===== src/rtl/clock_monitor.sv =====
// -----------------------------------------------------------------------------
// clock_monitor
//   Health monitor for a buffered clock. The monitored clock is treated as
//   asynchronous data: it is synchronized into the clk domain, its rising
//   edges are detected, and the spacing between edges (period) and the number
//   of cycles it was high in that spacing (high_time) are measured in clk
//   cycles. Periods outside [MIN_PERIOD, MAX_PERIOD] are flagged through
//   in_range, and a clock with no rising edge for TIMEOUT cycles is reported
//   as lost.
//
// Parameters
//   CNT_W      width of the period, high-time and timeout counters
//   MIN_PERIOD smallest in-range period (clk cycles)
//   MAX_PERIOD largest in-range period (clk cycles)
//   TIMEOUT    cycles without a rising edge before clk_lost asserts
//              (MIN_PERIOD <= MAX_PERIOD < TIMEOUT < 2**CNT_W)
//
// Ports
//   clk        in   system clock, all logic on its rising edge
//   rst        in   synchronous reset, active high
//   mon_clk    in   monitored clock, asynchronous to clk
//   period     out  last measured period in clk cycles
//   high_time  out  clk cycles the synchronized input was high in that period
//   meas_valid out  one-cycle pulse when period/high_time update
//   in_range   out  1 when MIN_PERIOD <= period <= MAX_PERIOD
//   clk_lost   out  1 while the monitored clock is considered stopped
//   state      out  FSM state: 0 IDLE, 1 MEASURE, 2 LOCKED, 3 LOST
// -----------------------------------------------------------------------------
module clock_monitor #(
  parameter int CNT_W      = 16,
  parameter int MIN_PERIOD = 4,
  parameter int MAX_PERIOD = 64,
  parameter int TIMEOUT    = 128
) (
  input  logic             clk,
  input  logic             rst,
  input  logic             mon_clk,
  output logic [CNT_W-1:0] period,
  output logic [CNT_W-1:0] high_time,
  output logic             meas_valid,
  output logic             in_range,
  output logic             clk_lost,
  output logic [1:0]       state
);

  typedef enum logic [1:0] {
    IDLE    = 2'd0,
    MEASURE = 2'd1,
    LOCKED  = 2'd2,
    LOST    = 2'd3
  } state_t;

  localparam logic [CNT_W-1:0] MIN_P   = CNT_W'(MIN_PERIOD);
  localparam logic [CNT_W-1:0] MAX_P   = CNT_W'(MAX_PERIOD);
  localparam logic [CNT_W-1:0] TMO     = CNT_W'(TIMEOUT);
  localparam logic [CNT_W-1:0] CNT_ONE = CNT_W'(1);

  state_t           st;
  logic             s1, s2, s3;
  logic             rise;
  logic             timed_out;
  logic [CNT_W-1:0] cnt;
  logic [CNT_W-1:0] hcnt;
  logic [CNT_W-1:0] s2_ext;

  // Cycle counter saturates at TIMEOUT so a stopped clock parks the counter
  // at the timeout value instead of wrapping back into a legal period.
  function automatic logic [CNT_W-1:0] sat_inc(input logic [CNT_W-1:0] v);
    return (v >= TMO) ? TMO : v + CNT_ONE;
  endfunction

  function automatic logic in_window(input logic [CNT_W-1:0] v);
    return (v >= MIN_P) && (v <= MAX_P);
  endfunction

  // s3 is only an edge-history flop; s1/s2 form the metastability chain.
  assign rise      = s2 & ~s3;
  assign timed_out = (cnt == TMO);
  assign s2_ext    = {{(CNT_W-1){1'b0}}, s2};
  assign state     = st;

  always_ff @(posedge clk) begin
    if (rst) begin
      s1         <= 1'b0;
      s2         <= 1'b0;
      s3         <= 1'b0;
      cnt        <= '0;
      hcnt       <= '0;
      st         <= IDLE;
      period     <= '0;
      high_time  <= '0;
      meas_valid <= 1'b0;
      in_range   <= 1'b0;
      clk_lost   <= 1'b0;
    end else begin
      // Synchronizer and edge history
      s1 <= mon_clk;
      s2 <= s1;
      s3 <= s2;

      // Counters restart at 1 on a rise so the value seen at the next rise is
      // exactly the number of clk cycles between the two rises.
      cnt  <= rise ? CNT_ONE : sat_inc(cnt);
      hcnt <= rise ? CNT_ONE : hcnt + s2_ext;

      meas_valid <= 1'b0;

      // Edge/timeout FSM; a rise wins over a timeout in the same cycle
      case (st)
        IDLE: begin
          if (rise) begin
            st <= MEASURE;
          end else if (timed_out) begin
            st       <= LOST;
            clk_lost <= 1'b1;
            in_range <= 1'b0;
          end
        end
        MEASURE, LOCKED: begin
          if (rise) begin
            st         <= LOCKED;
            period     <= cnt;
            high_time  <= hcnt;
            meas_valid <= 1'b1;
            in_range   <= in_window(cnt);
          end else if (timed_out) begin
            st       <= LOST;
            clk_lost <= 1'b1;
            in_range <= 1'b0;
          end
        end
        LOST: begin
          // Recovery only re-arms measurement; the interval back to the last
          // edge before the loss is meaningless and is not captured.
          if (rise) begin
            st       <= MEASURE;
            clk_lost <= 1'b0;
          end
        end
        default: st <= IDLE;
      endcase
    end
  end

endmodule

===== config.mk =====
export PLATFORM = sky130hd
export DESIGN_NAME = clock_monitor
export DESIGN_NICKNAME = d
export VERILOG_FILES = /design/src/rtl/clock_monitor.sv
export SDC_FILE = /design/constraint.sdc
export NUM_CORES = 1
export LEC_CHECK = 0
export CORE_UTILIZATION = 45
export DETAILED_ROUTE_END_ITERATION = 8
export MAX_ROUTING_LAYER = met4
export PLACE_DENSITY_LB_ADDON = 0.12
export SYNTH_ARGS = -nofsm -noshare
export SYNTH_HDL_FRONTEND = slang
export SYNTH_SLANG_ARGS = --single-unit

===== constraint.sdc =====
create_clock -name clk -period 3.5 [get_ports clk]
set_input_delay 0.7 -clock clk [delete_from_list [all_inputs] [get_ports clk]]
set_output_delay 0.7 -clock clk [all_outputs]
set_load 0.01 [all_outputs]

==> key figures <==
Synth
  • Distinct cells, synth: between 40 and 50
  • Ranking of synthesized cells by area: dfxtp_1 (53%), nand2_1 (10%), a21oi_1 (7.2%), nor2_1 (3.3%), xor2_1 (2.9%)
  • Predominant post-synthesis flop cell: dfxtp_1
  • Post-synth ARST share: 0
  • Post-Syn Instances: around 310
  • Biggest area consumer among synthesized cells: dfxtp_1
  • Mapped Area: approximately 2700 um2
  • Ys Warns: 0
  • EDFF count, synth: 0
  • Most numerous cell in the Yosys netlist: nand2_1
  • Syn Area/Cell: 8.81 um2
  • Sequential cell area fraction in the yosys report: 0.533
  • #FFs+latches synth: between 70 and 80
  • Synth top cells by count: nand2_1 (73), dfxtp_1 (72), a21oi_1 (39)
  • Share of the synthesized area in the top cell type: 0.533

Place
  • DPL Wire Length: about 3600 um
  • Port-buffer cells: 39
  • Final Wtd Congestion: about 0.80

GRT
  • Vias in the first global route: 1957
  • Grt ovf: 0
  • Total track usage: 0.187
  • Largest net degree at the start of global routing: 46
  • Initial antenna violation count: 0
  • First-pass GRT wire length: 8870 um

Routing
  • Final WL: approximately 5300 um
  • Routed vias/inst: between 5 and 6
  • DRC Markers: 0
  • Routed vias: between 2000 and 2500
  • WL per Instance: 12.3 um
  • Iteration-0 DRC Markers: 94
  • Final ANT Viol Nets: 0
  • First drt pass iteration count: 4

STA
  • Slew HR: 0.614
  • Min Tclk post-route: a little under 2000 ps
  • Final period util: 0.561
  • Final Hold Viols: 0
  • Slew Viols, Final: 0
  • Final setup vio count: 0
  • Unrepaired setup endpoints after global routing: false
  • Sum Neg Setup Slack: 0 ps
  • Skew final: 5.03 ps
  • Max Freq: 0.510 GHz
  • Worst slew pin tran: about 580 ps

Clock network
  • Clk Latency, worst-skew pair: 330 ps
  • # Post-CTS Setup Buffers: 0
  • TritonCTS Buffers: 9
  • CTS max path bufs: 2
  • Clock slew at reported path FFs: 70 ps
  • Clk sinks: 72
  • Hold buffers post-CTS: 0
  • Post-CTS sizing: 0
  • # H-tree levels: 3
  • TritonCTS clock tree: done
  • Clock root buffer: clkbuf_8

Critical path
  • CP cell instances: clkdlybuf4s50_1
  • Setup crit end kind: output port
  • WP buf/inv: 1
  • CP peak stage delay: between 500 and 600 ps
  • Arrival @ worst endpoint: roughly 1300 ps
  • Slowest CP cell: clkdlybuf4s50_1
  • Crit-path max FO: 3
  • CP delay by family, top: buffers and inverters
  • Worst R2R Path Depth: 5
  • Worst path depth: 1
  • Critical path data required time: 2800 ps
  • Crit path kind: reg2out
  • CP Launch Type: register

Floorplan
  • Initial Util: 0.479
  • # rows: 27
  • # IOs: 40
  • Die X: 79.5 um
  • Die Y: between 70 and 80 um
  • Core region area: around 5600 um2
  • Die Area: 6330 um2

Pwr
  • Pwr/cell area: 450 nW/um2
  • Total power: 1.52 mW
  • Lkg Pwr: about 1.2 nW
  • Maximum VDD drop: 0.299 mV

Final layout
  • # diodes: 0
  • Share of cells above drive strength 1: 0.0726
  • # nets final: 363
  • FF/Latch Area: 1440 um2
  • Layout area overhead: 24.6%
  • Fillers: 519
  • Multi-input gate area: roughly 1200 um2

Outcome
  • Status: finished clean

Job
  • Max-Cap Viols: 0

Hold path
  • Worst hold path class: reg2reg
  • Hold-critical path depth: 1
## per-layer routing
layer / track usage / part of all wire
met5: - / 0
met4: 0.100 / 0.014
met3: 0.0354 / 0.041
met2: 0.281 / 0.44
met1: 0.238 / 0.50
## final timing paths
check | from | endpoint | slack, ps
max reg2reg | s2 | high_time[6] | 1540
min | s1 | s2 | 450
min reg2reg | s1 | s2 | 450
max | state[1] | state[1] | 1540
## through the flow
stage	hold slack, ps	std cells	utilization	worst slack [ps]	cell area (um2)
3_3_place_gp	421	415	0.564	1380	3180
6_report	448	430	0.597	1540	3370
3_5_place_dp	438	415	0.564	1340	3180
2_1_floorplan	414	314	-	1810	2730
5_1_grt	463	430	0.597	1310	3370
4_1_cts	453	430	0.597	1510	3370
## cells by family after synthesis
| family | share of synthesized area |
|---|---|
| buffers and inverters | 0.0282 |
| other | 0.00139 |
| and+or+nand+nor | 0.258 |
| xor gates and xnor gates | 0.0486 |
| muxes | 0.00370 |
| DFF | 0.533 |
| AOI/OAI and AO/OA | 0.0994 |
| adders and majority gates | 0.0278 |
## where the power goes
part / switching (mW) / leakage (nW) / internal [mW]
combinational: 0.0345 / 0.494 / 0.0212
clock: 0.282 / 0.0989 / 0.341
sequential: 0.00747 / 0.584 / 0.831
total: 0.324 / 1.18 / 1.19
## area by class of cell
type / instances / area share
clock buffer: 11 / 0.0419
clock inverter: 4 / 0.0134
inverter: 5 / 0.00557
multi-input combinational: 223 / 0.360
sequential: 72 / 0.428
tap: 72 / 0.0267
timing repair buffer: 43 / 0.125
## flip-flops by register name (all words and copies together), names as in the netlist
signal,cells
s2,1
meas_valid,1
s1,1
clk_lost,1
state,2
cnt,16
s3,1
in_range,1
hcnt,16
high_time,16
period,16
## placed cells by master, fill, tap and decap left out, types with 2 or more instances in the layout
master / n
inv_1: 5
nand2_1: 73
or3_1: 2
o21ai_0: 2
nor2_1: 24
nand2b_1: 4
ha_1: 6
nand4_1: 4
clkinv_2: 3
xnor2_1: 6
buf_4: 4
nor3_1: 2
and3_1: 3
nor4_1: 2
clkdlybuf4s50_1: 39
conb_1: 8
and2_1: 2
dfxtp_1: 72
a21oi_1: 39
nand3_1: 10
nor2b_1: 4
clkbuf_8: 10
or4_1: 2
and4_1: 2
xor2_1: 9
or4_4: 3
Note: power is estimated with default switching activity, not from simulation.
